File: src/rtl/rob_commit_if.sv
`default_nettype none
// ============================================================================
// Module   : rob_commit_if
// Purpose  : Bundles the reorder buffer's dispatch, completion, flush and
//            commit-side signals into one port.
// Ports    : dispatch  - disp_v_i, disp_ready_o, disp_old_phys_v_i,
//                        disp_old_phys_i, disp_flag_mask_i, disp_tag_o
//            complete  - cmp_v_i, cmp_tag_i, cmp_flags_i (flattened per FU)
//            control   - flush_i
//            commit    - rob_phys_valid_o, rob_phys_reg_cl_o,
//                        rob_flag_valid_o, rob_flag_o, commit_v_o,
//                        commit_tag_o, rob_count_o
// Modports : slave  - the reorder buffer itself
//            master - dispatch / execute / architectural-state side
// Revision : 1.0 - initial release
// ============================================================================
interface rob_commit_if #(
    parameter int ROB_DEPTH    = 16,
    parameter int NUM_FU       = 2,
    parameter int NUM_PHYS_REG = 128,
    parameter int NUM_FLAGS    = 4
);
    localparam int TAG_W  = $clog2(ROB_DEPTH);
    localparam int PHYS_W = $clog2(NUM_PHYS_REG);

    logic                        disp_v_i;
    logic                        disp_ready_o;
    logic                        disp_old_phys_v_i;
    logic [PHYS_W-1:0]           disp_old_phys_i;
    logic [NUM_FLAGS-1:0]        disp_flag_mask_i;
    logic [TAG_W-1:0]            disp_tag_o;
    logic [NUM_FU-1:0]           cmp_v_i;
    logic [NUM_FU*TAG_W-1:0]     cmp_tag_i;
    logic [NUM_FU*NUM_FLAGS-1:0] cmp_flags_i;
    logic                        flush_i;
    logic                        rob_phys_valid_o;
    logic [PHYS_W-1:0]           rob_phys_reg_cl_o;
    logic                        rob_flag_valid_o;
    logic [2*NUM_FLAGS-1:0]      rob_flag_o;
    logic                        commit_v_o;
    logic [TAG_W-1:0]            commit_tag_o;
    logic [TAG_W:0]              rob_count_o;

    modport slave (
        input  disp_v_i, disp_old_phys_v_i, disp_old_phys_i, disp_flag_mask_i,
        input  cmp_v_i, cmp_tag_i, cmp_flags_i, flush_i,
        output disp_ready_o, disp_tag_o,
        output rob_phys_valid_o, rob_phys_reg_cl_o, rob_flag_valid_o, rob_flag_o,
        output commit_v_o, commit_tag_o, rob_count_o
    );

    modport master (
        output disp_v_i, disp_old_phys_v_i, disp_old_phys_i, disp_flag_mask_i,
        output cmp_v_i, cmp_tag_i, cmp_flags_i, flush_i,
        input  disp_ready_o, disp_tag_o,
        input  rob_phys_valid_o, rob_phys_reg_cl_o, rob_flag_valid_o, rob_flag_o,
        input  commit_v_o, commit_tag_o, rob_count_o
    );
endinterface
`default_nettype wire

File: src/rtl/rob_commit.sv
`default_nettype none
// ============================================================================
// Module   : rob_commit
// Purpose  : Reorder buffer with in-order commit. Allocates one entry per
//            dispatch, records execute completions and their flag results,
//            and retires the oldest finished entry each cycle, freeing its
//            superseded physical register and emitting a masked flag write.
// Ports    : clk_i     - clock, all state updates on the rising edge
//            reset_n_i - synchronous active-low reset
//            rob       - rob_commit_if.slave (dispatch, completion, flush,
//                        commit / architectural-state outputs)
// Config   : `define ROB_CMP_BYPASS_EN lets a completion hitting the head
//            entry retire it in the same cycle (flags taken from the
//            completing port). Undefined: commit uses registered done bits.
// Revision : 1.0 - initial release
// ============================================================================
module rob_commit #(
    parameter int ROB_DEPTH    = 16,
    parameter int NUM_FU       = 2,
    parameter int NUM_PHYS_REG = 128,
    parameter int NUM_FLAGS    = 4
) (
    input  wire logic   clk_i,
    input  wire logic   reset_n_i,
    rob_commit_if.slave rob
);
    localparam int TAG_W  = $clog2(ROB_DEPTH);
    localparam int PHYS_W = $clog2(NUM_PHYS_REG);
    localparam int CNT_W  = TAG_W + 1;
    localparam logic [CNT_W-1:0] c_full = CNT_W'(ROB_DEPTH);

    // Per-entry state
    logic [ROB_DEPTH-1:0] r_busy;
    logic [ROB_DEPTH-1:0] r_done;
    logic                 r_old_phys_v [ROB_DEPTH];
    logic [PHYS_W-1:0]    r_old_phys   [ROB_DEPTH];
    logic [NUM_FLAGS-1:0] r_flag_mask  [ROB_DEPTH];
    logic [NUM_FLAGS-1:0] r_flag_val   [ROB_DEPTH];

    logic [TAG_W-1:0]     r_head;
    logic [TAG_W-1:0]     r_tail;
    logic [CNT_W-1:0]     r_count;

    logic [ROB_DEPTH-1:0] w_cmp_hit;
    logic [NUM_FLAGS-1:0] w_cmp_flags [ROB_DEPTH];
    logic                 w_head_done;
    logic [NUM_FLAGS-1:0] w_head_val;
    logic                 w_commit;
    logic                 w_disp_ready;
    logic                 w_disp_fire;

    // Completion decode per entry. Ports are scanned in ascending order so
    // the highest-numbered port hitting an entry supplies its flag values.
    // Non-busy entries ignore completions entirely.
    always_comb begin
        for (int e = 0; e < ROB_DEPTH; e++) begin
            w_cmp_hit[e]   = 1'b0;
            w_cmp_flags[e] = r_flag_val[e];
            for (int p = 0; p < NUM_FU; p++) begin
                if (rob.cmp_v_i[p] && r_busy[e] &&
                    (rob.cmp_tag_i[p*TAG_W +: TAG_W] == TAG_W'(e))) begin
                    w_cmp_hit[e]   = 1'b1;
                    w_cmp_flags[e] = rob.cmp_flags_i[p*NUM_FLAGS +: NUM_FLAGS];
                end
            end
        end
    end

`ifdef ROB_CMP_BYPASS_EN
    // A same-cycle completion of the head counts as done and supplies flags.
    assign w_head_done = r_done[r_head] | w_cmp_hit[r_head];
    assign w_head_val  = w_cmp_flags[r_head];
`else
    assign w_head_done = r_done[r_head];
    assign w_head_val  = r_flag_val[r_head];
`endif

    // Flush suppresses commit; an empty buffer has busy[head]=0.
    assign w_commit     = r_busy[r_head] & w_head_done & ~rob.flush_i;
    // Readiness ignores a same-cycle commit so a full buffer never accepts.
    assign w_disp_ready = (r_count != c_full);
    assign w_disp_fire  = rob.disp_v_i & w_disp_ready & ~rob.flush_i;

    assign rob.disp_ready_o      = w_disp_ready;
    assign rob.disp_tag_o        = r_tail;
    assign rob.commit_v_o        = w_commit;
    assign rob.commit_tag_o      = r_head;
    assign rob.rob_count_o       = r_count;
    assign rob.rob_phys_valid_o  = w_commit & r_old_phys_v[r_head];
    assign rob.rob_phys_reg_cl_o = r_old_phys[r_head];
    assign rob.rob_flag_valid_o  = w_commit & (|r_flag_mask[r_head]);
    // Gated so stale head contents never appear while nothing retires.
    assign rob.rob_flag_o        = w_commit ?
                                   {r_flag_mask[r_head], w_head_val & r_flag_mask[r_head]} :
                                   '0;

    always_ff @(posedge clk_i) begin
        if (!reset_n_i || rob.flush_i) begin
            r_busy  <= '0;
            r_done  <= '0;
            r_head  <= '0;
            r_tail  <= '0;
            r_count <= '0;
        end else begin
            for (int e = 0; e < ROB_DEPTH; e++) begin
                if (w_cmp_hit[e]) begin
                    r_done[e]     <= 1'b1;
                    r_flag_val[e] <= w_cmp_flags[e];
                end
            end
            // Retirement clears the head after any completion update above.
            if (w_commit) begin
                r_busy[r_head] <= 1'b0;
                r_done[r_head] <= 1'b0;
                r_head         <= r_head + TAG_W'(1);
            end
            // Tail never equals a retiring head (that needs empty or full).
            if (w_disp_fire) begin
                r_busy[r_tail]       <= 1'b1;
                r_done[r_tail]       <= 1'b0;
                r_old_phys_v[r_tail] <= rob.disp_old_phys_v_i;
                r_old_phys[r_tail]   <= rob.disp_old_phys_i;
                r_flag_mask[r_tail]  <= rob.disp_flag_mask_i;
                r_tail               <= r_tail + TAG_W'(1);
            end
            r_count <= r_count + CNT_W'(w_disp_fire) - CNT_W'(w_commit);
        end
    end
endmodule
`default_nettype wire

File: src/flat_wrapper.sv
// flat-port wrapper written by rule: the top's interface ports become plain ports
module rob_commit_flat 
#(
    parameter int ROB_DEPTH    = 16,
    parameter int NUM_FU       = 2,
    parameter int NUM_PHYS_REG = 128,
    parameter int NUM_FLAGS    = 4
)
  (clk_i, reset_n_i, rob_disp_v_i, rob_disp_old_phys_v_i, rob_disp_old_phys_i, rob_disp_flag_mask_i, rob_cmp_v_i, rob_cmp_tag_i, rob_cmp_flags_i, rob_flush_i, rob_disp_ready_o, rob_disp_tag_o, rob_rob_phys_valid_o, rob_rob_phys_reg_cl_o, rob_rob_flag_valid_o, rob_rob_flag_o, rob_commit_v_o, rob_commit_tag_o, rob_rob_count_o);
  rob_commit_if #(.ROB_DEPTH(ROB_DEPTH), .NUM_FU(NUM_FU), .NUM_PHYS_REG(NUM_PHYS_REG), .NUM_FLAGS(NUM_FLAGS)) rob_i ();
  input  wire logic clk_i;
  input  wire logic reset_n_i;
  input wire logic [$bits(rob_i.disp_v_i)-1:0] rob_disp_v_i;
  input wire logic [$bits(rob_i.disp_old_phys_v_i)-1:0] rob_disp_old_phys_v_i;
  input wire logic [$bits(rob_i.disp_old_phys_i)-1:0] rob_disp_old_phys_i;
  input wire logic [$bits(rob_i.disp_flag_mask_i)-1:0] rob_disp_flag_mask_i;
  input wire logic [$bits(rob_i.cmp_v_i)-1:0] rob_cmp_v_i;
  input wire logic [$bits(rob_i.cmp_tag_i)-1:0] rob_cmp_tag_i;
  input wire logic [$bits(rob_i.cmp_flags_i)-1:0] rob_cmp_flags_i;
  input wire logic [$bits(rob_i.flush_i)-1:0] rob_flush_i;
  output wire logic [$bits(rob_i.disp_ready_o)-1:0] rob_disp_ready_o;
  output wire logic [$bits(rob_i.disp_tag_o)-1:0] rob_disp_tag_o;
  output wire logic [$bits(rob_i.rob_phys_valid_o)-1:0] rob_rob_phys_valid_o;
  output wire logic [$bits(rob_i.rob_phys_reg_cl_o)-1:0] rob_rob_phys_reg_cl_o;
  output wire logic [$bits(rob_i.rob_flag_valid_o)-1:0] rob_rob_flag_valid_o;
  output wire logic [$bits(rob_i.rob_flag_o)-1:0] rob_rob_flag_o;
  output wire logic [$bits(rob_i.commit_v_o)-1:0] rob_commit_v_o;
  output wire logic [$bits(rob_i.commit_tag_o)-1:0] rob_commit_tag_o;
  output wire logic [$bits(rob_i.rob_count_o)-1:0] rob_rob_count_o;
  assign rob_i.disp_v_i = rob_disp_v_i;
  assign rob_i.disp_old_phys_v_i = rob_disp_old_phys_v_i;
  assign rob_i.disp_old_phys_i = rob_disp_old_phys_i;
  assign rob_i.disp_flag_mask_i = rob_disp_flag_mask_i;
  assign rob_i.cmp_v_i = rob_cmp_v_i;
  assign rob_i.cmp_tag_i = rob_cmp_tag_i;
  assign rob_i.cmp_flags_i = rob_cmp_flags_i;
  assign rob_i.flush_i = rob_flush_i;
  assign rob_disp_ready_o = rob_i.disp_ready_o;
  assign rob_disp_tag_o = rob_i.disp_tag_o;
  assign rob_rob_phys_valid_o = rob_i.rob_phys_valid_o;
  assign rob_rob_phys_reg_cl_o = rob_i.rob_phys_reg_cl_o;
  assign rob_rob_flag_valid_o = rob_i.rob_flag_valid_o;
  assign rob_rob_flag_o = rob_i.rob_flag_o;
  assign rob_commit_v_o = rob_i.commit_v_o;
  assign rob_commit_tag_o = rob_i.commit_tag_o;
  assign rob_rob_count_o = rob_i.rob_count_o;
  rob_commit #(.ROB_DEPTH(ROB_DEPTH), .NUM_FU(NUM_FU), .NUM_PHYS_REG(NUM_PHYS_REG), .NUM_FLAGS(NUM_FLAGS)) u_core (.clk_i(clk_i), .reset_n_i(reset_n_i), .rob(rob_i));
endmodule
File: config.mk
export PLATFORM = sky130hd
export DESIGN_NAME = rob_commit_flat
export DESIGN_NICKNAME = d
export VERILOG_FILES = /design/src/rtl/rob_commit_if.sv /design/src/rtl/rob_commit.sv /design/src/flat_wrapper.sv
export SDC_FILE = /design/constraint.sdc
export NUM_CORES = 1
export LEC_CHECK = 0
export BUFFER_PORTS_ARGS = -buffer_cell sky130_fd_sc_hd__buf_2
export CAP_MARGIN = 20
export CORE_MARGIN = 2
export CORE_UTILIZATION = 40
export DETAILED_ROUTE_END_ITERATION = 8
export REMOVE_ABC_BUFFERS = 1
export SETUP_SLACK_MARGIN = 0.1
export SYNTH_ARGS = -nofsm -noshare
export SYNTH_HDL_FRONTEND = slang
export SYNTH_SLANG_ARGS = --single-unit
File: constraint.sdc
create_clock -name clk_i -period 3.1 [get_ports clk_i]
set_input_delay 0.775 -clock clk_i [delete_from_list [all_inputs] [get_ports clk_i]]
set_output_delay 0.775 -clock clk_i [all_outputs]
set_load 0.03 [all_outputs]
### Word-level counts from Yosys, hierarchy flattened

Memories as Yosys holds them, arrays and structs flattened. A register that Yosys moved wholly into a read port is not among the register bits.
Cells that the tools add are included.

| word-level totals | value |
|---|---|
| memory bits (writable) | 256 |
| word-level logic and storage cells | 335 |
| flip-flop bits (word level) | 45 |
| memories | 4 |
| bits of input ports | 34 |
| output and inout bits | 32 |

Memories:

| name | words | bits a word | rd ports | clocked after Yosys merged registers in | write ports | RTL line | RTL |
|---|---|---|---|---|---|---|---|
| u_core.r_old_phys | 16 | 7 | 1 | 1 | 1 | rob_commit.sv:36 | `logic [PHYS_W-1:0] r_old_phys [ROB_DEPTH];` |
| u_core.r_flag_mask | 16 | 4 | 1 | 1 | 1 | rob_commit.sv:37 | `logic [NUM_FLAGS-1:0] r_flag_mask [ROB_DEPTH];` |
| u_core.r_flag_val | 16 | 4 | 1 | 1 | 16 | rob_commit.sv:38 | `logic [NUM_FLAGS-1:0] r_flag_val [ROB_DEPTH];` |
| u_core.r_old_phys_v | 16 | 1 | 1 | 1 | 1 | rob_commit.sv:35 | `logic r_old_phys_v [ROB_DEPTH];` |

| operators by class | value |
|---|---|
| order comparisons | 4 |
| equality and inequality tests | 47 |
| bitwise logic cells | 14 |
| add/sub/neg operators | 4 |
| reductions and logical operators | 87 |
| mux-type cells | 170 |

Operators with widths:

| cell | count |
|---|---|
| $mux W4 | 40 |
| $mux W1 | 119 |
| $mux W16 | 6 |
| $logic_and A1 B1 Y1 | 66 |
| $eq A4 B4 Y1 const B | 16 |
| $and A16 B16 Y16 | 3 |
| $eq A4 B3 Y1 const B | 8 |
| $ne A2 B2 Y1 const B | 16 |
| $not A16 Y16 | 2 |
| $reduce_and A2 Y1 | 16 |
| $eq A4 B2 Y1 const B | 4 |
| $or A16 B16 Y16 | 1 |
| $lt A4 B5 Y1 const B | 2 |
| $add A4 B1 Y4 const B | 2 |
| $bmux W1 S4 | 2 |
| $demux W1 S4 | 2 |
| $eq A4 B1 Y1 const B | 2 |
| $ge A4 B1 Y1 const B | 2 |
| $logic_not A4 Y1 | 2 |
| $mux W8 | 1 |
| $and A1 B1 Y1 | 6 |
| $add A5 B1 Y5 | 1 |
| $ne A5 B5 Y1 const B | 1 |
| $sub A5 B1 Y5 | 1 |
| 5 further kinds | 5 |

### Depth between registers and ports, before layout

| logic depth | value |
|---|---|
| depth in word-level cells | 11 |
| depth in mapped cells | 16 |
| gate-level depth less buffers | 13 |

### Worst setup path after synthesis

No wires, ideal clock.

| timing | value |
|---|---|
| path type | register to register |
| start | register u_core.r_head[1] (netlist: u_core.rob.commit_tag_o[1]) |
| end | register u_core.r_count[4] (netlist: u_core.rob.rob_count_o[4]) |
| path slack | -406 ps |
| cell stages (with the launch flop) | 16 |
| data required time | 2972 ps |
| arrival | 3378 ps |
| library setup time | 128 ps |
| path through | dfxtp_1 -> buf_6 -> mux4_1 -> mux2_2 -> mux2i_4 -> a21oi_2 -> buf_6 -> ha_1 -> inv_1 -> ha_1 -> fa_1 -> a21oi_1 -> nor2_1 -> nor2_1 -> xnor2_1 -> nor2_1 |

| on the way | value |
|---|---|
| cells in the longest elaborated chain, start to end | 5 |
| elaborated cells on any way between the ends | 7 |
| those cells by class | add/sub: 1; mux: 4; bitwise: 2 |

RTL lines:

| item | RTL line | RTL |
|---|---|---|
| start, declared | rob_commit.sv:40 | `logic [TAG_W-1:0] r_head;` |
| start signal, assigned | rob_commit.sv:115 | `r_head <= r_head + TAG_W'(1);` |
| $bmux W1 S4 (on tied branches) | rob_commit.sv:79, rob_commit.sv:74 |  |
| $mux W1 (on tied branches) | rob_commit.sv:79, rob_commit.sv:74 |  |
| $and A1 B1 Y1 (*) (2 in a row) | rob_commit.sv:79 | `assign w_commit = r_busy[r_head] & w_head_done & ~rob.flush_i;` |
| named net rob_commit_v_o | flat_wrapper.sv:27 | `output wire logic [$bits(rob_i.commit_v_o)-1:0] rob_commit_v_o;` |
| $sub A5 B1 Y5 (*) | rob_commit.sv:126 | `r_count <= r_count + CNT_W'(w_disp_fire) - CNT_W'(w_commit);` |
| end signal, assigned | rob_commit.sv:126 |  |
| end, declared | rob_commit.sv:42 | `logic [CNT_W-1:0] r_count;` |

The timed path passes the listed nets; every way through them passes the cells marked *. The select of a mux whose other input is x is not followed.
A chain may end at the register's enable or synchronous reset.

==> impl_metrics.py <==
metrics = {
    "final_layout": {
        "fin_util_pct": 49.20,
        "antenna_cells": 0,
        "instances_no_fill": 1439,
        "n_fill_cell": 2880,
        "multiInputGateArea_um2": 4601,
        "nets": 1017,
        "drive_above_1_share_pct": 39.76,
        "syn_to_final_growth_pct": 21.88,
        "regArea_um2": 8681,
    },
    "setup_path": {
        "crit_fanout": 5,
        "cp.arrival_ns": 2.58,
        "cp-start-kind": "register",
        "required_ns": 2.32,
        "end_kind": "output pin",
        "crit_type": "register to output pin",
    },
    "yosys": {
        "synth_ff_type": "edfxtp_1",
        "ys_ff_latch": 305,
        "yosysTopAreaCell": "edfxtp_1",
        "synth_cells": 832,
        "synth_most_common_cell": "edfxtp_1",
        "synth_seq_area_share_pct": 64.36,
        "synth_area_um2": 13470,
        "synthArstFlopShare_pct": 0,
        "synthTopCellsByArea": "edfxtp_1, mux4_2, dfxtp_1",
        "synth_warnings": 0,
        "avgSynthCellArea_um2": 16.19,
        "synth_edf_count": 256,
        "synth_common_cells": "edfxtp_1, mux4_2, mux2_2",
        "yosys.area.top_type_share_pct": 57.07,
        "synth_cell_type_count": 46,
    },
    "job": {
        "cap_viol_max_count": 0,
    },
    "sta": {
        "fmax_mhz": 297.7,
        "finalSetupViolCount": 19,
        "setup_tns_ns": -3.028,
        "relSlewSlack_pct": 53.48,
        "finalHoldViolCount": 0,
        "post-route-min-period_ns": 3.359,
        "tightest_slew_ns": 0.6978,
        "fin_crit_sh_pct": 108.3,
        "rsz0062_at_grt": "true",
        "layout_setup_ws_ns": -0.2587,
        "finalClockSkew_ns": 0.03114,
        "slew_violations": 0,
    },
    "power": {
        "clockPowerShare_pct": 45.3,
        "p_sw_mw": 1.774,
        "p_seq_share_pct": 51.9,
        "sw_frac_of_total_pct": 20.70,
        "total_leakage_power_nw": 5.427,
        "ir_worst_vdd_uv": 390.4,
        "power_density_nw_per_um2": 522.0,
        "power.internal_mw": 6.795,
        "comb_power_share_pct": 2.8,
    },
    "global_route": {
        "grt_pass1_vias": 8171,
        "use_met3_pct": 3.837,
        "overflow": 0,
        "grt_max_degree": 31,
        "antenna_found_initial": 0,
        "busiest_layer": "met2",
        "grtUsageMet1_pct": 26.66,
        "use_met2_pct": 32.34,
        "grt_use_total_pct": 19.50,
        "grt_pass1_wl_um": 51180,
    },
    "route": {
        "drcViolationCount": 0,
        "ant_nets": 0,
        "wire_per_inst_um": 23.62,
        "drt_iter0_drc": 766,
        "vias": 8002,
        "drt-total-wl_um": 33990,
        "firstDrtPassIters": 8,
        "routed_via_density": 5.561,
    },
    "clock_network": {
        "cts_tree": "built",
        "clockBufferDepth": 3,
        "cts_hold_buf": 0,
        "clk_latency_ns": 0.52,
        "cts.reportedPaths.clkPinSlew_ns": 0.06,
        "cts.sinks": 305,
        "cts-root-buf": "clkbuf_16",
        "cts_buffers": 35,
        "h-tree-depth": 2,
    },
    "floorplanning": {
        "core-area_um2": 33360,
        "initial_core_util_pct": 40.37,
        "die_area_um2": 35160,
        "core.rowCount": 67,
        "die_x_um": 187.5,
        "ios": 66,
        "die_h_um": 187.5,
    },
    "placed_design": {
        "numPortBuffers": 65,
        "gp_congestion": 0.8526,
        "place_hpwl_um": 21640,
        "place_ws_ns": -0.1017,
        "dp_cells": 1352,
    },
    "outcome": {
        "failed_checks": "negative setup slack",
        "status": "complete, but fails checks",
    },
    "min_path": {
        "hold_class": "register to register",
    },
}
routing by layer:
layer | wire length [µm] | share of wire [%]
met1 | 14660 | 43
met4 | 559 | 1.6
met2 | 16540 | 49
met3 | 2242 | 6.6
met5 | 0 | 0
per-stage QoR:
| step | hold slack [ns] | cell area (µm²) | total power, mW |
|---|---|---|---|
| floorplan | 0.4437 | 13220 | 4.640 |
| global placement | 0.4849 | 14710 | 4.759 |
| detailed placement | 0.4817 | 14710 | 4.763 |
| CTS | 0.4918 | 16320 | 8.652 |
| global route | 0.5211 | 16420 | 8.827 |
| finish | 0.4938 | 16420 | 8.569 |
worst max-delay path: stages, from the launching register on:
cell and delay (ns):
dfxtp_4 0.39, buf_8 0.13, buf_12 0.13, mux4_2 0.51, a22oi_2 0.19, nand2_2 0.11, o41a_1 0.47, buf_6 0.16
what timing repair did:
| item | CTS | global route |
|---|---|---|
| resized for setup | 70 | 37 |
| buffers inserted | 20 | 4 |
| setup endpoints to repair | 19 | 21 |
| cloned | 4 | 0 |
| pin swaps | 19 | 8 |
path summary, 6_finish.rpt:
path	startpoint	to	slack, ns	cells past startpoint
setup / recovery	register	rob_rob_flag_valid_o	-0.26	7
hold / removal	u_core.r_done[2]$_SDFF_PP0_	u_core.r_done[2]$_SDFF_PP0_	0.49	2
setup reg to reg	u_core.rob.commit_tag_o[1]$_SDFFE_PP0N_	u_core.rob.rob_count_o[4]$_SDFF_PP0_	-0.11	15
hold reg to reg	u_core.r_done[2]$_SDFF_PP0_	u_core.r_done[2]$_SDFF_PP0_	0.49	2
cells in the final DEF (no fill, tap or decap), types with 5 or more instances in the layout:
cell type,n
edfxtp_1,256
mux4_2,80
mux2_2,64
buf_4,62
buf_2,47
dfxtp_1,43
nor2_1,38
clkbuf_16,37
nand2_1,35
inv_1,24
buf_6,24
nand3_1,18
nor2b_1,14
and3_1,14
a31oi_1,14
buf_12,14
a211oi_1,13
o22ai_1,13
mux2i_1,12
ha_1,12
and2_1,11
a21oi_1,11
o21ai_0,10
nor3_1,10
a22oi_2,7
o2bb2ai_1,7
clkinv_1,7
buf_8,6
and2_4,5
clkbuf_1,5
sequential cells by signal, summed over array words and instances, names as in the netlist, named ones only:
signal	cells
u_core.r_old_phys	112
u_core.r_flag_mask	64
u_core.r_flag_val	64
u_core.r_busy	16
u_core.r_done	16
u_core.r_old_phys_v	16
u_core.rob.rob_count_o	5
u_core.rob.commit_tag_o	4
u_core.rob.disp_tag_o	4
power groups by stage:
stage	clock, mW	sequential, mW	combinational (mW)
CTS	3.97	4.45	0.234
floorplan	0	4.54	0.0980
finish	3.88	4.45	0.238
global placement	0	4.54	0.223
global route	4.12	4.45	0.260
detailed placement	0	4.54	0.226
layout make-up:
type | instances | share of cell area (%)
sequential | 305 | 52.88
multi-input combinational | 445 | 28.03
timing repair buffer | 155 | 8.506
clock buffer | 42 | 5.755
tap | 448 | 3.415
clock inverter | 18 | 0.8232
inverter | 26 | 0.5945
logic make-up (layout without fill, tap and decap cells):
family          after synthesis  count (layout)  synth area share (%)
buf+inv                      82             241                 2.573
fa+ha+maj                    15              15                 1.449
simple gates                171             171                 6.354
xor+xnor                      7               7                0.4552
mux                         159             159                 20.04
flops                       305             305                 64.36
compound gates               93              93                 4.775
Power figures use the tool's default switching activity.
